`src/rtl/alu_pkg.sv`:
```
// Shared definitions for the ALU operation issuer: command encodings,
// rsp_flags / sticky_status bit positions, FSM state encoding and the
// settle-counter width helper.
package alu_pkg;

    typedef enum logic [2:0] {
        CMD_ADD  = 3'b000,
        CMD_SUB  = 3'b001,
        CMD_XOR  = 3'b010,
        CMD_SLT  = 3'b011,
        CMD_AND  = 3'b100,
        CMD_NAND = 3'b101,
        CMD_NOR  = 3'b110,
        CMD_OR   = 3'b111
    } alu_cmd_e;

    // rsp_flags = {overflow, zero, carryout}
    localparam int FLAG_CARRY = 0;
    localparam int FLAG_ZERO  = 1;
    localparam int FLAG_OVF   = 2;

    // sticky_status = {overflow, carryout}
    localparam int STICKY_CARRY = 0;
    localparam int STICKY_OVF   = 1;

    typedef enum logic [1:0] {
        ST_IDLE   = 2'd0,
        ST_SETTLE = 2'd1,
        ST_RESP   = 2'd2
    } state_e;

    // Counter only ever holds SETTLE_CYCLES-1 down to 0.
    function automatic int cnt_width(input int settle_cycles);
        return (settle_cycles > 1) ? $clog2(settle_cycles) : 1;
    endfunction

endpackage

```
`src/rtl/alu_settle_counter.sv`:
```
// Purpose: down-counter timing how long ALU inputs are held before sampling.
// Latency: done asserts SETTLE_CYCLES-1 decrements after load.
// Backpressure: none; counter holds at zero until the next load.
// Ports: clk, reset (sync, active-high), load, decrement, done.
module alu_settle_counter
    import alu_pkg::*;
#(
    parameter int SETTLE_CYCLES = 4
) (
    input  logic clk,
    input  logic reset,
    input  logic load,
    input  logic decrement,
    output logic done
);

    localparam int W = cnt_width(SETTLE_CYCLES);

    logic [W-1:0] count;

    always_ff @(posedge clk) begin
        if (reset) begin
            count <= '0;
        end else if (load) begin
            count <= W'(SETTLE_CYCLES - 1);
        end else if (decrement && (count != '0)) begin
            count <= count - 1'b1;
        end
    end

    assign done = (count == '0);

endmodule

```
`src/rtl/alu_op_issuer.sv`:
```
// Purpose: issues one operation to an external ALU, waits for it to settle, captures result+flags.
// Latency: accept in cycle 0 -> rsp_valid in cycle SETTLE_CYCLES+1; accepts spaced SETTLE_CYCLES+2.
// Backpressure: rsp_ready=0 holds the response (and blocks new requests) indefinitely.
// Ports: clk/reset; req_valid/req_ready/req_a/req_b/req_cmd in; alu_a/alu_b/alu_command to ALU;
//        alu_result/alu_carryout/alu_zero/alu_overflow from ALU; rsp_valid/rsp_ready/rsp_result/
//        rsp_flags out; sticky_clr/sticky_status (active only with ALU_ISSUER_STICKY_EN defined).
module alu_op_issuer
    import alu_pkg::*;
#(
    parameter int SETTLE_CYCLES = 4
) (
    input  logic        clk,
    input  logic        reset,
    input  logic        req_valid,
    output logic        req_ready,
    input  logic [31:0] req_a,
    input  logic [31:0] req_b,
    input  logic [2:0]  req_cmd,
    output logic [31:0] alu_a,
    output logic [31:0] alu_b,
    output logic [2:0]  alu_command,
    input  logic [31:0] alu_result,
    input  logic        alu_carryout,
    input  logic        alu_zero,
    input  logic        alu_overflow,
    output logic        rsp_valid,
    input  logic        rsp_ready,
    output logic [31:0] rsp_result,
    output logic [2:0]  rsp_flags,
    input  logic        sticky_clr,
    output logic [1:0]  sticky_status
);

    state_e     state;
    state_e     state_nxt;
    logic       load;
    logic       decrement;
    logic       capture;
    logic       settle_done;
    alu_cmd_e   cmd_q;
    logic [2:0] flags_in;

    alu_settle_counter #(
        .SETTLE_CYCLES (SETTLE_CYCLES)
    ) u_settle (
        .clk       (clk),
        .reset     (reset),
        .load      (load),
        .decrement (decrement),
        .done      (settle_done)
    );

    always_comb begin
        flags_in              = '0;
        flags_in[FLAG_CARRY]  = alu_carryout;
        flags_in[FLAG_ZERO]   = alu_zero;
        flags_in[FLAG_OVF]    = alu_overflow;
    end

    always_comb begin
        state_nxt = state;
        load      = 1'b0;
        decrement = 1'b0;
        capture   = 1'b0;
        case (state)
            ST_IDLE: begin
                if (req_valid) begin
                    load      = 1'b1;
                    state_nxt = ST_SETTLE;
                end
            end
            ST_SETTLE: begin
                if (settle_done) begin
                    capture   = 1'b1;
                    state_nxt = ST_RESP;
                end else begin
                    decrement = 1'b1;
                end
            end
            ST_RESP: begin
                if (rsp_ready) begin
                    state_nxt = ST_IDLE;
                end
            end
            default: state_nxt = ST_IDLE;
        endcase
    end

    always_ff @(posedge clk) begin
        if (reset) begin
            state      <= ST_IDLE;
            alu_a      <= '0;
            alu_b      <= '0;
            cmd_q      <= CMD_ADD;
            rsp_result <= '0;
            rsp_flags  <= '0;
        end else begin
            state <= state_nxt;
            if (load) begin
                alu_a <= req_a;
                alu_b <= req_b;
                cmd_q <= alu_cmd_e'(req_cmd);
            end
            if (capture) begin
                rsp_result <= alu_result;
                rsp_flags  <= flags_in;
            end
        end
    end

    assign alu_command = cmd_q;

    // Gated by reset so handshakes are quiet from the first reset cycle,
    // before the state register has been cleared.
    assign req_ready = (state == ST_IDLE) && !reset;
    assign rsp_valid = (state == ST_RESP) && !reset;

`ifdef ALU_ISSUER_STICKY_EN
    // A capture coinciding with a clear wins: clear first, then OR in new flags.
    always_ff @(posedge clk) begin
        if (reset) begin
            sticky_status <= '0;
        end else if (capture) begin
            sticky_status <= (sticky_clr ? 2'b00 : sticky_status) |
                             {flags_in[FLAG_OVF], flags_in[FLAG_CARRY]};
        end else if (sticky_clr) begin
            sticky_status <= '0;
        end
    end
`else
    logic unused_sticky_clr;
    assign unused_sticky_clr = sticky_clr;
    assign sticky_status     = 2'b00;
`endif

endmodule
```
`config.mk`:
```
export PLATFORM = sky130hd
export DESIGN_NAME = alu_op_issuer
export DESIGN_NICKNAME = d
export VERILOG_FILES = /design/src/rtl/alu_pkg.sv /design/src/rtl/alu_settle_counter.sv /design/src/rtl/alu_op_issuer.sv
export SDC_FILE = /design/constraint.sdc
export NUM_CORES = 1
export LEC_CHECK = 0
export ABC_AREA = 1
export BUFFER_PORTS_ARGS = -buffer_cell sky130_fd_sc_hd__buf_4
export CORE_AREA = 8 8 102 104
export CTS_CLUSTER_DIAMETER = 150
export CTS_CLUSTER_SIZE = 16
export DETAILED_ROUTE_END_ITERATION = 8
export DIE_AREA = 0 0 110 112
export MAX_ROUTING_LAYER = met4
export PLACE_DENSITY = 0.79
export SLEW_MARGIN = 0
export SYNTH_ARGS = -nofsm -noshare
export SYNTH_HDL_FRONTEND = slang
export SYNTH_SLANG_ARGS = --single-unit
```
`constraint.sdc`:
```
create_clock -name clk -period 2.45 [get_ports clk]
set_input_delay 0.1225 -clock clk [delete_from_list [all_inputs] [get_ports clk]]
set_output_delay 0.1225 -clock clk [all_outputs]
set_load 0.02 [all_outputs]
```
==> results of run 1 <==
cell usage in the layout (no fill, tap or decap):
cell type	instances
clkbuf_8	9
conb_1	2
ha_1	1
clkbuf_1	2
inv_1	6
nor3_1	1
buf_12	1
nor2_1	1
nand3_2	1
nand3_1	1
inv_6	2
buf_4	215
a21oi_1	105
nor2_2	1
nand2_2	1
clkinvlp_4	1
nand4_1	36
nand2_1	176
clkinv_4	1
clkinv_2	1
dfxtp_1	106
inv_2	1
dlygate4sd3_1	36
o21ai_0	1
cells by family after synthesis:
| logic type | synth area share (%) |
|---|---|
| AND/OR/NAND/NOR | 24.0 |
| adder cells (fa/ha/maj) | 0.326 |
| AO/OA/AOI/OAI | 13.8 |
| buffers and inverters | 6.45 |
| other | 0.0977 |
| flip-flops | 55.3 |
area by class of cell:
| class | count | share of cell area [%] |
|---|---|---|
| Inverter | 7 | 0.444 |
| Clock inverter | 5 | 0.655 |
| Tap cell | 111 | 2.34 |
| Sequential cell | 106 | 35.8 |
| Clock buffer | 11 | 2.22 |
| Multi-Input combinational cell | 327 | 24.9 |
| Timing Repair Buffer | 252 | 33.7 |
registers in the layout (all words and copies together) (netlist names):
register        flops
alu_a              32
alu_b              32
alu_command         3
rsp_flags           3
rsp_result         32
state               2
u_settle.count      2
final timing paths:
kind	from	endpoint	cells after the start
max	state[0]$_SDFFE_PP0P_	state[1]$_SDFFE_PP0P_	3
min	req_b[21]	alu_b[21]$_SDFFE_PP0P_	3
max reg2reg	state[0]$_SDFFE_PP0P_	state[1]$_SDFFE_PP0P_	3
min reg2reg	rsp_result[12]$_SDFFE_PP0P_	rsp_result[12]$_SDFFE_PP0P_	2
worst min-delay path: cells and delay by family:
kind,cells,cell delay [ps]
AO/OA/AOI/OAI,1,50
buffers and inverters,1,110
AND/OR/NAND/NOR,1,50
through the flow:
step,setup slack (ps),hold WS [ps]
finish,575,13.7
global route,332,1.27
CTS,560,0.0894
detailed placement,582,383
global placement,646,375
floorplan,1100,265
power by group:
part	switching [mW]	total, mW	internal (mW)
registers	0.0651	1.91	1.84
clock network	0.583	0.961	0.378
logic	0.523	0.922	0.399
total	1.17	3.79	2.62
routing by layer:
metal / track usage, % / vias up
met4: 8.02 / 0
met5: - / -
li1: - / 2028
met2: 33.1 / 187
met3: 6.24 / 26
met1: 23.8 / 1884
cells in the mapped netlist:
library cell / number / area share, %
ha_1: 1 / 0.33
nor3_1: 1 / 0.13
buf_1: 7 / 0.68
nand4_1: 36 / 5.9
buf_2: 18 / 2.3
clkbuf_1: 12 / 1.2
dfxtp_1: 106 / 55
nand3_1: 1 / 0.13
buf_6: 4 / 1.2
nor2_2: 1 / 0.16
nand3_2: 1 / 0.26
nor2_1: 1 / 0.098
o21ai_0: 1 / 0.13
a21oi_1: 105 / 14
inv_2: 1 / 0.098
buf_4: 2 / 0.39
nand2_2: 1 / 0.16
inv_1: 6 / 0.59
conb_1: 1 / 0.098
nand2_1: 176 / 17
==> impl_metrics.json, run 1 <==
{
  "status": "complete, no violations",
  "dp.cells": 767,
  "rsz0062_at_grt": "false",
  "syn_area_um2": 3840,
  "worst_setup_path_start_kind": "flop",
  "numClockSinks": 106,
  "grt_pass1_wl_um": 20200,
  "via_per_inst": 5.04,
  "finalCritPeriodShare_pct": 76.5,
  "fmax_ghz": 0.533,
  "finalSetupViolations": 0,
  "hold_path.class": "input pin to flop",
  "drt-total-wl_um": 13100,
  "slowest_stage": "nand3_2",
  "cts_buffers": 9,
  "start_util_pct": 43.2,
  "ys_ff_latch": 106,
  "cpPeakStageDelay_ps": 670,
  "power_density_nw_per_um2": 640,
  "vias": 4125,
  "ff_latch_area_um2": 2120,
  "final-max-slew-violation-count": 0,
  "n_antenna_cell": 0,
  "grt_pass1_vias": 4135,
  "insertion_delay_ps": 370,
  "areaGrowthSynthToFinish_pct": 54.3,
  "overflow": 0,
  "drt-initial-drc-count": 296,
  "cp_data_required_time_ps": 2720,
  "path_class": "flop to flop",
  "maxCapViolCount": 0,
  "syn_area_per_cell_um2": 7.96,
  "cp-end-kind": "flop",
  "drcViolationCount": 0,
  "synth_seq_area_share_pct": 55.3,
  "io_buffer_count": 209,
  "coreArea_um2": 8890,
  "ios": 213,
  "drive_gt1_share_pct": 33.1,
  "setup_tns_ps": 0,
  "multi_input_area_um2": 1470,
  "die_area_um2": 12300,
  "hold_viol": 0,
  "worst_slew_pin_slew_ps": 717,
  "reg2reg_slack_ps": 570,
  "drt_pass1_iterations": 5,
  "grt_max_degree": 72,
  "relSlewSlack_pct": 52.2,
  "arrival_ps": 2140,
  "place_area_um2": 5390,
  "grt_antenna_before_repair": 0,
  "htree_levels": 3,
  "path_clk_slew_ps": 90,
  "cts_root_buf": "clkbuf_8",
  "dieHeight_um": 112,
  "period_needed_ps": 1880,
  "finalClockSkew_ps": 11.7,
  "p_leak_nw": 2.63,
  "p_total_mw": 3.79,
  "cts_hold_buf": 36,
  "wl_met3_um": 1300,
  "clk_path_buf_depth": 2,
  "fill_cells": 711,
  "peakVddDrop_mv": 0.328,
  "fin_cells": 819,
  "highest_layer": "met4",
  "path_cells": "buf_4, nand3_2, o21ai_0",
  "die_x_um": 110,
  "grt_usage_pct": 20.8,
  "cp_max_fo": 39,
  "wl_met1_um": 5160,
  "num_rows": 35,
  "cp_num_buf_inv": 1,
  "fin_area_um2": 5920,
  "fin_util_pct": 66.6,
  "synthCells": 482,
  "wl_met2_um": 6300,
  "finalNetCount": 811,
  "place_congestion": 0.807,
  "ctsResizeCount": 0,
  "crit_family": "simple AND/OR/NAND/NOR gates",
  "synth_cell_type_count": 20,
  "detail_route.wl_per_cell_um": 16.0,
  "hpwl_um": 8640,
  "cts_tree": "yes",
  "cts_setup_buffers": 0,
  "ys.warnings.count": 0,
  "ant_nets": 0
}
Note: power is estimated with default switching activity, not from simulation.
==> inputs of run 2 (changes only) <==
--- a/config.mk
+++ b/config.mk
@@ -7,13 +7,13 @@
 export LEC_CHECK = 0
 export ABC_AREA = 1
 export BUFFER_PORTS_ARGS = -buffer_cell sky130_fd_sc_hd__buf_4
-export CORE_AREA = 8 8 102 104
+export CORE_AREA = 8 8 103 105
 export CTS_CLUSTER_DIAMETER = 150
 export CTS_CLUSTER_SIZE = 16
 export DETAILED_ROUTE_END_ITERATION = 8
-export DIE_AREA = 0 0 110 112
+export DIE_AREA = 0 0 111 113
 export MAX_ROUTING_LAYER = met4
-export PLACE_DENSITY = 0.79
+export PLACE_DENSITY = 0.78
 export SLEW_MARGIN = 0
 export SYNTH_ARGS = -nofsm -noshare
 export SYNTH_HDL_FRONTEND = slang
==> constraint.sdc (replaced) <==
create_clock -name clk -period 1.9 [get_ports clk]
set_input_delay 0.095 -clock clk [delete_from_list [all_inputs] [get_ports clk]]
set_output_delay 0.095 -clock clk [all_outputs]
set_load 0.02 [all_outputs]
==> impl_metrics.json, run 2 (synthesis gave the netlist of run 1 again) <==
{
  "numClockSinks": 106,
  "clk_path_buf_depth": 2,
  "ios": 213,
  "layout_commonest_cell": "buf_4",
  "period_needed_ps": 1660,
  "ff2ff_path_depth": 5,
  "worst_slew_pin_slew_ps": 522,
  "reg2reg_slack_ps": 390,
  "coreArea_um2": 8980,
  "start_util_pct": 42.8,
  "finalNetCount": 848,
  "cp_common_cell": "buf_4",
  "ant_nets": 0,
  "cts_root_buf": "clkbuf_8",
  "finalClockSkew_ps": 15.0,
  "overflow": 0,
  "detail_route.wl_per_cell_um": 16.4,
  "maxCapViolCount": 0,
  "cp-end-kind": "primary output",
  "drt-initial-drc-count": 326,
  "p_total_mw": 5.00,
  "hold_viol": 0,
  "rsz0062_at_grt": "false",
  "power_density_nw_per_um2": 794,
  "areaGrowthSynthToFinish_pct": 64.1,
  "num_rows": 35,
  "path_clk_slew_ps": 100,
  "grt_max_degree": 62,
  "setup_tns_ps": 0,
  "peakVddDrop_mv": 0.538,
  "worst_setup_path_start_kind": "flop",
  "drt_pass1_iterations": 7,
  "path_class": "flop to primary output",
  "cp_num_buf_inv": 3,
  "path_cells": "inv_1, buf_4, nor3_1, buf_4",
  "finalCritPeriodShare_pct": 87.1,
  "die_x_um": 111,
  "r2r_end": "rsp_result[1]$_SDFFE_PP0P_",
  "reg.largest.list": "alu_a: 32 flops, alu_b: 32 flops, rsp_result: 32 flops",
  "dieHeight_um": 113,
  "status": "complete, no violations",
  "cts_buffers": 9,
  "vias": 4356,
  "drive_gt1_share_pct": 31.8,
  "layout_common_cells": "218 x buf_4, 176 x nand2_1, 106 x dfxtp_1, 105 x a21oi_1, 70 x dlygate4sd3_1",
  "final-max-slew-violation-count": 0,
  "insertion_delay_ps": 370,
  "fin_util_pct": 70.2,
  "via_per_inst": 5.08,
  "finalSetupViolations": 0,
  "cpPeakStageDelay_ps": 360,
  "cts_tree": "yes",
  "fmax_ghz": 0.604,
  "dp.cells": 770,
  "r2r_start": "u_settle.count[0]$_SDFFE_PP0P_",
  "grt_antenna_before_repair": 1,
  "grt_pass1_wl_um": 22400,
  "slowest_stage": "dfxtp_1",
  "arrival_ps": 1560,
  "io_buffer_count": 209,
  "whs_endpoint": "rsp_result[15]$_SDFFE_PP0P_",
  "hold_path.class": "input pin to flop",
  "worst_hold_slack_ps": 14.7,
  "grt_pass1_vias": 4602,
  "worstHoldStart": "alu_result[15]",
  "crit_family": "buffers and inverters",
  "place_congestion": 0.726,
  "htree_levels": 3,
  "holdPathStages": 3,
  "p_leak_nw": 2.78,
  "cp_max_fo": 23,
  "grt_usage_pct": 22.1,
  "cts_setup_buffers": 0,
  "die_area_um2": 12500,
  "fin_cells": 858,
  "hpwl_um": 8870,
  "cp_data_required_time_ps": 1800,
  "drcViolationCount": 0,
  "drt-total-wl_um": 14000,
  "relSlewSlack_pct": 65.2
}
[run 2: cell types whose count changed in the layout (fill, tap and decap cells not counted), sizes merged]
cell         delta
clkinvlp        +1
diode           +2
buf             +3
clkinv          -1
dlygate4sd3    +34
[run 2: final cells by class]
cell class,instances,area (µm²)
Timing Repair Buffer,289,2360
Sequential cell,106,2120
Clock buffer,11,131
Multi-Input combinational cell,327,1480
Antenna cell,2,5.00
Tap cell,111,139
Fill cell,677,2680
Inverter,7,26.3
Clock inverter,5,37.5
[run 2: routing by layer]
layer	vias up	part of all wire, %	global-route usage, %
met5	-	0	-
met4	0	4.5	12.8
met3	48	7.6	6.24
met2	208	49	35.7
met1	1998	39	24.0
li1	2102	-	-
[run 2: how the worst max path moves through the flow]
stage | depth (start not counted) | from | end | slack (ps)
after global placement | 4 | u_settle.count[0]$_SDFFE_PP0P_ | state[1]$_SDFFE_PP0P_ | 170
final | 4 | state[1]$_SDFFE_PP0P_ | rsp_valid | 240
after CTS | 4 | u_settle.count[0]$_SDFFE_PP0P_ | state[1]$_SDFFE_PP0P_ | 90
after global routing | 4 | state[1]$_SDFFE_PP0P_ | rsp_valid | 130
after floorplan | 7 | u_settle.count[0]$_SDFFE_PP0P_ | rsp_result[12]$_SDFFE_PP0P_ | 550
after detailed placement | 5 | u_settle.count[0]$_SDFFE_PP0P_ | rsp_result[22]$_SDFFE_PP0P_ | 130
[run 2: through the flow]
step	area [µm²]	setup WS, ps
finish	6300	244
detailed placement	5420	129
global route	6300	129
CTS	6290	87.2
global placement	5420	169
floorplan	3840	553
[run 2: worst min-delay path: cells and delay by family]
family,cells,cell delay (ps)
buf+inv,1,110
compound gates,1,60
simple gates,1,80
[run 2: power breakdown]
| group | total [mW] | internal, mW | switching (mW) |
|---|---|---|---|
| clock | 1.26 | 0.486 | 0.777 |
| combinational | 1.27 | 0.567 | 0.703 |
| sequential | 2.47 | 2.38 | 0.0899 |
[run 2: repair_timing]
| item | CTS | global route |
|---|---|---|
| hold endpoints to repair | 70 | 0 |
| resized for setup | 0 | 1 |
| endpoints found under the setup margin | 0 | 13 |
| hold buffers | 70 | 0 |
